### src/rtl/jk_mod_counter_pkg.sv
// jk_mod_counter_pkg: JK command encoding and minimal-excitation helper shared by the counter.
package jk_mod_counter_pkg;
   typedef enum logic [1:0] {
      JK_HOLD = 2'b00,
      JK_CLR  = 2'b01,
      JK_SET  = 2'b10,
      JK_TOG  = 2'b11
   } jk_cmd_e;
   // {j,k} that moves one bit from q to n without ever using the toggle code
   function automatic jk_cmd_e jk_min(input logic q, input logic n);
      return jk_cmd_e'({~q & n, q & ~n});
   endfunction
endpackage

### src/rtl/jk_mod_counter_jk_cell.sv
// jk_cell: single-bit JK flip-flop (hold/set/clear/toggle), async active-low clear.
module jk_cell
   import jk_mod_counter_pkg::*;
(
   input  logic clk,
   input  logic rst_n,
   input  logic j,
   input  logic k,
   output logic q
);
   jk_cmd_e w_cmd;
   assign w_cmd = jk_cmd_e'({j, k});
   always_ff @(posedge clk or negedge rst_n)
      if (!rst_n) q <= 1'b0;
      else q <= (w_cmd == JK_TOG) ? ~q : (w_cmd == JK_SET) ? 1'b1 : (w_cmd == JK_CLR) ? 1'b0 : q;
endmodule

### src/rtl/jk_mod_counter.sv
// jk_mod_counter: modulo up/down counter built from JK cells with load clamp, terminal count and registered wrap.
module jk_mod_counter
   import jk_mod_counter_pkg::*;
#(
   parameter int WIDTH = 4,
   parameter int MOD   = 10
) (
   input  logic             clk,
   input  logic             rst_n,
   input  logic             en,
   input  logic             up,
   input  logic             load,
   input  logic [WIDTH-1:0] d,
   output logic [WIDTH-1:0] q,
   output logic             tc,
   output logic             wrap
);
   localparam logic [WIDTH-1:0] LAST = WIDTH'(MOD - 1);
   logic [WIDTH:0]   w_qx, w_dx;
   logic [WIDTH-1:0] w_inc, w_dec, w_ld, w_nxt, w_j, w_k;
   logic             w_at_last, w_at_zero, w_oor;
   logic             r_wrap;
   assign w_qx      = {1'b0, q};
   assign w_dx      = {1'b0, d};
   assign w_at_last = w_qx == {1'b0, LAST};
   assign w_at_zero = q == '0;
   assign w_oor     = w_qx > {1'b0, LAST};
   // an out-of-range count recovers to the wrap target of the requested direction
   assign w_inc     = (w_at_last | w_oor) ? '0 : WIDTH'(w_qx + 1'b1);
   assign w_dec     = (w_at_zero | w_oor) ? LAST : WIDTH'(w_qx - 1'b1);
   assign w_ld      = (w_dx > {1'b0, LAST}) ? LAST : d;
   assign w_nxt     = load ? w_ld : en ? (up ? w_inc : w_dec) : q;
   assign tc        = en & ~load & ((up & w_at_last) | (~up & w_at_zero));
   for (genvar i = 0; i < WIDTH; i++) begin : g_bit
      assign {w_j[i], w_k[i]} = jk_min(q[i], w_nxt[i]);
      jk_cell u_cell (
         .clk  (clk),
         .rst_n(rst_n),
         .j    (w_j[i]),
         .k    (w_k[i]),
         .q    (q[i])
      );
   end
   always_ff @(posedge clk or negedge rst_n)
      if (!rst_n) r_wrap <= 1'b0;
      else r_wrap <= tc;
   assign wrap = r_wrap;
endmodule

### config.mk
export PLATFORM = sky130hd
export DESIGN_NAME = jk_mod_counter
export DESIGN_NICKNAME = d
export VERILOG_FILES = /design/src/rtl/jk_mod_counter_pkg.sv /design/src/rtl/jk_mod_counter_jk_cell.sv /design/src/rtl/jk_mod_counter.sv
export SDC_FILE = /design/constraint.sdc
export NUM_CORES = 1
export LEC_CHECK = 0
export BUFFER_PORTS_ARGS = -buffer_cell sky130_fd_sc_hd__buf_2
export CAP_MARGIN = 20
export CORE_MARGIN = 2
export CORE_UTILIZATION = 25
export CTS_CLUSTER_DIAMETER = 120
export CTS_CLUSTER_SIZE = 30
export DETAILED_ROUTE_END_ITERATION = 8
export GPL_TIMING_DRIVEN = 0
export HOLD_SLACK_MARGIN = 0.05
export PLACE_DENSITY_LB_ADDON = 0.15
export SYNTH_ARGS = -nofsm -noshare
export SYNTH_HDL_FRONTEND = slang
export SYNTH_SLANG_ARGS = --single-unit
### constraint.sdc
create_clock -name clk -period 3.8 [get_ports clk]
set_clock_uncertainty 0.1 [all_clocks]
set_input_delay 0 -clock clk [delete_from_list [all_inputs] [get_ports clk]]
set_output_delay 0 -clock clk [all_outputs]
set_load 0.03 [all_outputs]
==> impl_results.rst, run 1 <==
.. list-table::
   :header-rows: 1

   * - Metric
     - Value
   * - Relative slew slack
     - 70.0%
   * - Placer congestion estimate
     - 0.754
   * - Number of search-and-repair iterations in the first detailed-routing pass
     - 4
   * - Grt peak-use layer
     - met1
   * - Global-route wire length before repair
     - 2.31 mm
   * - Launching instance or port of the critical path
     - g_bit[0].u_cell.q
   * - Number of enable flip-flop cells after synthesis
     - 0
   * - Cell with the most instances after synthesis
     - sky130_fd_sc_hd__ha_1
   * - Vias in the first global route
     - just over 500
   * - Total Die Area
     - just under 3000 um^2
   * - Core Box Area
     - 2430 um^2
   * - Final critical-path required period
     - around 2.6 ns
   * - FF-to-FF Start
     - g_bit[0].u_cell.q
   * - Average wire per cell in the routed design
     - roughly 11 um
   * - CTS H-Tree Depth
     - 1
   * - Data required time of the critical path
     - ~3.8 ns
   * - TritonCTS clock tree
     - done
   * - Final hold violation count
     - 0
   * - Met1 Resource Use GR
     - 16.0%
   * - Beginning of the worst hold path
     - load
   * - Antenna diode count
     - 0
   * - NumNets Final
     - roughly 110
   * - Reg clk slew, reported paths
     - ~0.040 ns
   * - Global Route met2 Usage
     - between 15 and 20%
   * - Layout overhead on the synthesized area
     - 22.9%
   * - Die boundary height
     - around 54 um
   * - Total congestion overflow after global routing
     - 0
   * - Setup crit start kind
     - register
   * - Number of top-level pins
     - 15
   * - Top flip-flop cell by instance count after synthesis
     - sky130_fd_sc_hd__dfrtp_1
   * - Worst setup EP type
     - register
   * - Cell total after placement
     - 111
   * - Post-Syn Area
     - between 600 and 700 um^2
   * - Setup CP Type
     - reg -> reg
   * - Worst-path maximum fanout
     - 8
   * - Count of cells along the worst hold path
     - 3
   * - Maximum frequency from static timing analysis
     - 385 MHz
   * - Endpoints failing setup
     - 0
   * - Via total after detailed routing
     - 537
   * - CTS root buf
     - sky130_fd_sc_hd__clkbuf_4
   * - Initial core utilization
     - approximately 26%
   * - Pin count of the biggest net entering global routing
     - 11
   * - Drc violations
     - 0
   * - Ratio of final minimum period to clock period
     - about two thirds
   * - Leak Pwr
     - ~0.37 nW
   * - Inserted Clock Buffers
     - 3
   * - Final setup slack of the worst path
     - between 1 and 1.5 ns
   * - Worst setup slack after placement
     - between 1 and 1.5 ns
   * - Max-slew violation count
     - 0
   * - Count of warnings emitted by yosys
     - 0
   * - Destination of the worst register-to-register timing path
     - g_bit[2].u_cell.q
   * - Per-instance average area after synthesis
     - 9.10 um^2
   * - Post-cts repair resize count
     - 0
   * - Sum of negative setup slack
     - 0 ns
   * - Area share of the largest cell type after synthesis
     - between 10% and 20%
   * - Depth of the most critical reg-to-reg path
     - 8
   * - Leading cell types by total area after synthesis
     - sky130_fd_sc_hd__dfrtp_1, sky130_fd_sc_hd__ha_1, sky130_fd_sc_hd__mux2_2
   * - Iteration-0 DRC Markers
     - 9
   * - Site Rows
     - 18
   * - Width of the chip
     - around 54 um
   * - Slew at the pin closest to its max-slew limit
     - about 0.45 ns
   * - Setup repair after global routing missed its margin
     - no
   * - Yosys reg bits
     - 5
   * - Count of distinct cell types in the synthesized netlist
     - 31
   * - Result of the run
     - finished, final reports clean
   * - Peak ir drop on the vdd network
     - about 400 uV
   * - Antenna violations before repair
     - 0
   * - Signal arrival time at the worst endpoint
     - about 2.6 ns
   * - Antenna-violating nets left
     - 0
   * - GRT Total Usage
     - 11.0%
   * - Share of layout cells above drive strength 1
     - about a third
   * - Total power per unit cell area
     - ~700 nW/um^2
   * - Async S/R FF share, synth
     - between 90% and 100%
   * - Final Cell Area
     - between 700 and 800 um^2
   * - Post-DP HPWL
     - 1.05 mm
   * - Post-synthesis sequential area ratio
     - 19.9%
   * - Filler-free cell count of the finished design
     - between 100 and 150
   * - Final wirelength
     - between 1 and 1.5 mm
   * - Worst hold endpoint
     - wrap
   * - Hold WS
     - between 0.08 and 0.09 ns
   * - Cell area after placement
     - between 700 and 800 um^2
   * - Max_cap viols
     - 0
   * - Reg-to-reg slack, setup
     - 1.20 ns
   * - Top cells by instance count after synthesis
     - sky130_fd_sc_hd__ha_1, sky130_fd_sc_hd__inv_1, sky130_fd_sc_hd__buf_4, sky130_fd_sc_hd__dfrtp_1, sky130_fd_sc_hd__nor3_1
   * - Synth Instances
     - 69
   * - GR met3 Demand/Resource
     - between 3 and 4%
   * - Setup Fix Bufs, Post-CTS
     - 0
   * - Clock buffer depth
     - 2
   * - Skew-Pair Late Insertion Delay
     - 0.24 ns
   * - Number of buffers inserted by hold repair at cts
     - 2
   * - Min-delay worst type
     - in -> reg
   * - Total clock sinks
     - 5
   * - Net Count, Synth
     - 86
   * - Number of input and output port buffers inserted
     - 12
   * - Per-cell via count in the routed design
     - ~4.6
   * - Dominant cell type by area after synthesis
     - sky130_fd_sc_hd__dfrtp_1
kinds of logic (layout without fill, tap and decap cells):
kind of cell	count (synthesis)	count (layout)	share of synthesized area [%]
xor+xnor	2	2	2.79
fa+ha+maj	8	8	15.9
mux	6	6	12.3
simple gates	18	18	17.1
flops	5	5	19.9
compound gates	16	16	19.1
buf+inv	14	32	12.7
state kept, by name (all words and copies together), names as in the netlist:
signal and flops:
g_bit.u_cell.q 4, wrap 1
power by group:
group	total, W	switching, W	internal, W	leakage, nW
combinational	0.000381	0.000195	0.000186	0.289
clock	0.0000593	0.0000197	0.0000396	0.0150
sequential	0.000100	0.0000276	0.0000725	0.0650
per-layer routing:
layer	wire length, um	part of all wire [%]
met1	678	52
met2	603	46
met3	31	2.4
met4	0	0
met5	0	0
placed cells by master (no fill, tap or decap), types with 3 or more instances in the layout:
master / n
sky130_fd_sc_hd__nor2_1: 3
sky130_fd_sc_hd__ha_1: 8
sky130_fd_sc_hd__nor3_1: 5
sky130_fd_sc_hd__buf_2: 13
sky130_fd_sc_hd__clkbuf_4: 3
sky130_fd_sc_hd__nand2b_1: 3
sky130_fd_sc_hd__buf_4: 5
sky130_fd_sc_hd__inv_1: 6
sky130_fd_sc_hd__dfrtp_1: 5
sky130_fd_sc_hd__mux2_2: 4
layout make-up:
| cell class | count | area (um^2) |
|---|---|---|
| Fill cell | 269 | 1660 |
| Multi-Input combinational cell | 50 | 423 |
| Sequential cell | 5 | 125 |
| Timing Repair Buffer | 14 | 80.1 |
| Buffer | 8 | 57.6 |
| Tap cell | 30 | 37.5 |
| Clock buffer | 4 | 26.3 |
| Inverter | 6 | 22.5 |
metrics by stage:
step / power [W] / utilization [%]
after global placement: 0.000487 / 29.8
after global routing: 0.000604 / 31.7
after floorplan: 0.000406 / -
after CTS: 0.000548 / 31.7
final: 0.000540 / 31.7
after detailed placement: 0.000483 / 29.8
how the worst max path moves through the flow:
stage | end | slack [ns] | depth (start not counted)
2_1_floorplan | g_bit[0].u_cell.q | 1.50 | 8
3_3_place_gp | g_bit[0].u_cell.q | 1.17 | 8
3_5_place_dp | g_bit[0].u_cell.q | 1.19 | 8
4_1_cts | g_bit[0].u_cell.q | 1.18 | 8
5_1_grt | g_bit[0].u_cell.q | 1.03 | 8
6_report | g_bit[2].u_cell.q | 1.20 | 8
worst max-delay path, stage by stage (launching register included):
cell and delay, ns:
sky130_fd_sc_hd__dfrtp_1 0.47, sky130_fd_sc_hd__inv_1 0.15, sky130_fd_sc_hd__ha_1 0.24, sky130_fd_sc_hd__nor2_1 0.10, sky130_fd_sc_hd__a211o_1 0.27, sky130_fd_sc_hd__a2111oi_1 0.49
sky130_fd_sc_hd__a211o_1 0.16, sky130_fd_sc_hd__ha_1 0.22, sky130_fd_sc_hd__mux2_2 0.27
Power figures use the tool's default switching activity.
==> run 2, diff against run 1 <==
==> constraint.sdc (replaced) <==
create_clock -name clk -period 2.5 [get_ports clk]
set_clock_uncertainty 0.1 [all_clocks]
set_input_delay 0 -clock clk [delete_from_list [all_inputs] [get_ports clk]]
set_output_delay 0 -clock clk [all_outputs]
set_load 0.03 [all_outputs]
==> run 2 against run 1 <==
Effect of this change:
- combinational power increased by 74%
- total power grew 66%
- first-iteration DRC count up 44%
- worst setup slack got worse by 1.1 ns
- non-clock buffer count is 4 higher
==> impl_results.rst, run 2 (same netlist as run 1, synthesis figures left out) <==
.. list-table::
   :header-rows: 1

   * - Metric
     - Value
   * - Cell total after placement
     - between 100 and 150
   * - Sum of negative setup slack
     - 0 ns
   * - Final Cell Area
     - 822 um^2
   * - Final setup slack of the worst path
     - about 0.12 ns
   * - Iteration-0 DRC Markers
     - 13
   * - Signal arrival time at the worst endpoint
     - 2.40 ns
   * - Final critical-path required period
     - approximately 2.4 ns
   * - Clock buffer depth
     - 2
   * - Final hold violation count
     - 0
   * - Leak Pwr
     - a little under 0.4 nW
   * - CTS H-Tree Depth
     - 1
   * - Setup CP Type
     - reg -> reg
   * - Worst-path maximum fanout
     - 6
   * - Max_cap viols
     - 0
   * - CTS root buf
     - sky130_fd_sc_hd__clkbuf_4
   * - Clock Power Share
     - between 10% and 20%
   * - Global-route wire length before repair
     - ~2.4 mm
   * - Via total after detailed routing
     - 559
   * - NumNets Final
     - 109
   * - TritonCTS clock tree
     - done
   * - Largest stage delay on the critical path
     - roughly 0.44 ns
   * - Max-slew violation count
     - 0
   * - Hold WS
     - 0.0913 ns
   * - Per-cell via count in the routed design
     - 4.62
   * - Ratio of final minimum period to clock period
     - around 95%
   * - Internal power
     - a little over 0.0005 W
   * - Layout overhead on the synthesized area
     - 30.9%
   * - Antenna violations before repair
     - 0
   * - Share of layout cells above drive strength 1
     - approximately 45%
   * - Pin count of the biggest net entering global routing
     - 11
   * - Core Box Area
     - between 2000 and 2500 um^2
   * - Endpoints failing setup
     - 0
   * - Result of the run
     - finished, final reports clean
   * - Cell area after placement
     - approximately 730 um^2
   * - Placer congestion estimate
     - about 0.75
   * - Skew-Pair Late Insertion Delay
     - approximately 0.24 ns
   * - Average wire per cell in the routed design
     - approximately 11 um
   * - Reg clk slew, reported paths
     - roughly 0.04 ns
   * - Total Die Area
     - 2930 um^2
   * - Antenna-violating nets left
     - 0
   * - Inserted Clock Buffers
     - 3
   * - Net Switching
     - approximately 0.0004 W
   * - Total congestion overflow after global routing
     - 0
   * - Reg with most FFs
     - g_bit.u_cell.q
   * - Data required time of the critical path
     - ~2.5 ns
   * - Filler-free cell count of the finished design
     - 121
   * - GRT Total Usage
     - 11.4%
   * - Maximum frequency from static timing analysis
     - ~420 MHz
   * - Largest register FFs
     - 4
   * - Total power per unit cell area
     - approximately 1100 nW/um^2
   * - Worst setup EP type
     - register
   * - Slew at the pin closest to its max-slew limit
     - 0.390 ns
   * - CP cell instances
     - inv_2 -> ha_2 -> or3b_4 -> a41oi_2 -> a311oi_1 -> a31oi_1 -> ha_1 -> mux2_2
   * - Total clock sinks
     - 5
   * - Most frequent standard cell in the layout excluding fill and tap cells
     - sky130_fd_sc_hd__buf_2
   * - Share of total power consumed by net switching
     - a little over two fifths
   * - Slowest cell on the critical path
     - sky130_fd_sc_hd__dfrtp_2
   * - Reg power frac
     - roughly 16%
   * - Vias in the first global route
     - 521
   * - Relative slew slack
     - between 70 and 80%
   * - Drc violations
     - 0
   * - Width of the chip
     - about 54 um
   * - Peak ir drop on the vdd network
     - 618 uV
   * - Die boundary height
     - ~54 um
   * - Post-DP HPWL
     - between 1 and 1.5 mm
   * - Initial core utilization
     - between 20% and 30%
   * - Antenna diode count
     - 0
   * - Final wirelength
     - between 1 and 1.5 mm
   * - Min-delay worst type
     - in -> reg
   * - Most used cells in the layout excluding fill and tap cells
     - sky130_fd_sc_hd__buf_2, sky130_fd_sc_hd__buf_4, sky130_fd_sc_hd__ha_1, sky130_fd_sc_hd__nor3_1
   * - Number of search-and-repair iterations in the first detailed-routing pass
     - 4
   * - Site Rows
     - 18
   * - Combinational Power Share
     - around three quarters
   * - Number of input and output port buffers inserted
     - 12
   * - Number of top-level pins
     - 15
   * - Setup crit start kind
     - register
   * - Worst setup slack after placement
     - -0.111 ns
[run 2: changes by cell type in the layout (fill, tap and decap cells not counted)]
cell,before,now
sky130_fd_sc_hd__buf_4,5,9
sky130_fd_sc_hd__dfrtp_1,5,3
sky130_fd_sc_hd__dfrtp_2,0,2
sky130_fd_sc_hd__inv_1,6,4
sky130_fd_sc_hd__inv_2,0,2
sky130_fd_sc_hd__a2111oi_1,1,0
sky130_fd_sc_hd__a2111oi_2,0,1
sky130_fd_sc_hd__a41oi_1,1,0
sky130_fd_sc_hd__a41oi_2,0,1
sky130_fd_sc_hd__ha_1,8,7
sky130_fd_sc_hd__ha_2,0,1
sky130_fd_sc_hd__or3b_1,1,0
sky130_fd_sc_hd__or3b_4,0,1
[run 2: final timing paths]
| check | startpoint | end | slack, ns | cells past startpoint |
|---|---|---|---|---|
| worst min-delay path | load | wrap | 0.09 | 3 |
| min in group asynchronous | rst_n | g_bit[0].u_cell.q | 0.56 | 3 |
| worst min register to register | g_bit[0].u_cell.q | g_bit[0].u_cell.q | 0.50 | 1 |
| worst max register to register | g_bit[0].u_cell.q | g_bit[0].u_cell.q | 0.12 | 8 |
| max in group asynchronous | rst_n | g_bit[1].u_cell.q | 1.53 | 3 |
| worst max-delay path | g_bit[0].u_cell.q | g_bit[0].u_cell.q | 0.12 | 8 |
[run 2: per-layer routing]
| metal | vias up | routed length, um | track usage (%) |
|---|---|---|---|
| li1 | 290 | - | - |
| met1 | 262 | 690 | 16.5 |
| met2 | 7 | 645 | 16.5 |
| met3 | 0 | 31 | 3.33 |
| met4 | 0 | 0 | 2.50 |
| met5 | - | 0 | 0 |
[run 2: repair_timing]
item	4_1_cts	5_1_grt
gates resized for setup	7	1
setup buffers	0	4
setup endpoints to repair	3	2
endpoints found under the hold margin	5	0
hold buffers	2	0
pin swaps	0	0
[run 2: through the flow]
stage	util (%)	power, W
floorplan	-	0.000617
global placement	29.8	0.000741
detailed placement	29.8	0.000734
CTS	32.3	0.000861
global route	33.8	0.000995
finish	33.8	0.000896
[run 2: power by group through the flow]
| stage | sequential (W) | combinational, W | clock, W |
|---|---|---|---|
| detailed placement | 0.000154 | 0.000580 | 0 |
| CTS | 0.000159 | 0.000606 | 0.0000954 |
| floorplan | 0.000144 | 0.000473 | 0 |
| global route | 0.000150 | 0.000742 | 0.000103 |
| global placement | 0.000156 | 0.000584 | 0 |
| finish | 0.000144 | 0.000662 | 0.0000905 |
[run 2: layout make-up]
cell class                 count  area (um^2)
fill                         261         1610
multi-input combinational     50          440
sequential                     5          128
timing repair buffer          18          110
buffer                         8         57.6
tap                           30         37.5
clock buffer                   4         26.3
inverter                       6         22.5
[run 2: worst max-delay path: cells and delay by family, from the launching register on]
kind	cells	cell delay [ns]
AND/OR/NAND/NOR	1	0.41
adder cells (fa/ha/maj)	2	0.48
AO/OA/AOI/OAI	3	0.49
flip-flops	1	0.44
multiplexers	1	0.27
buffers and inverters	1	0.08
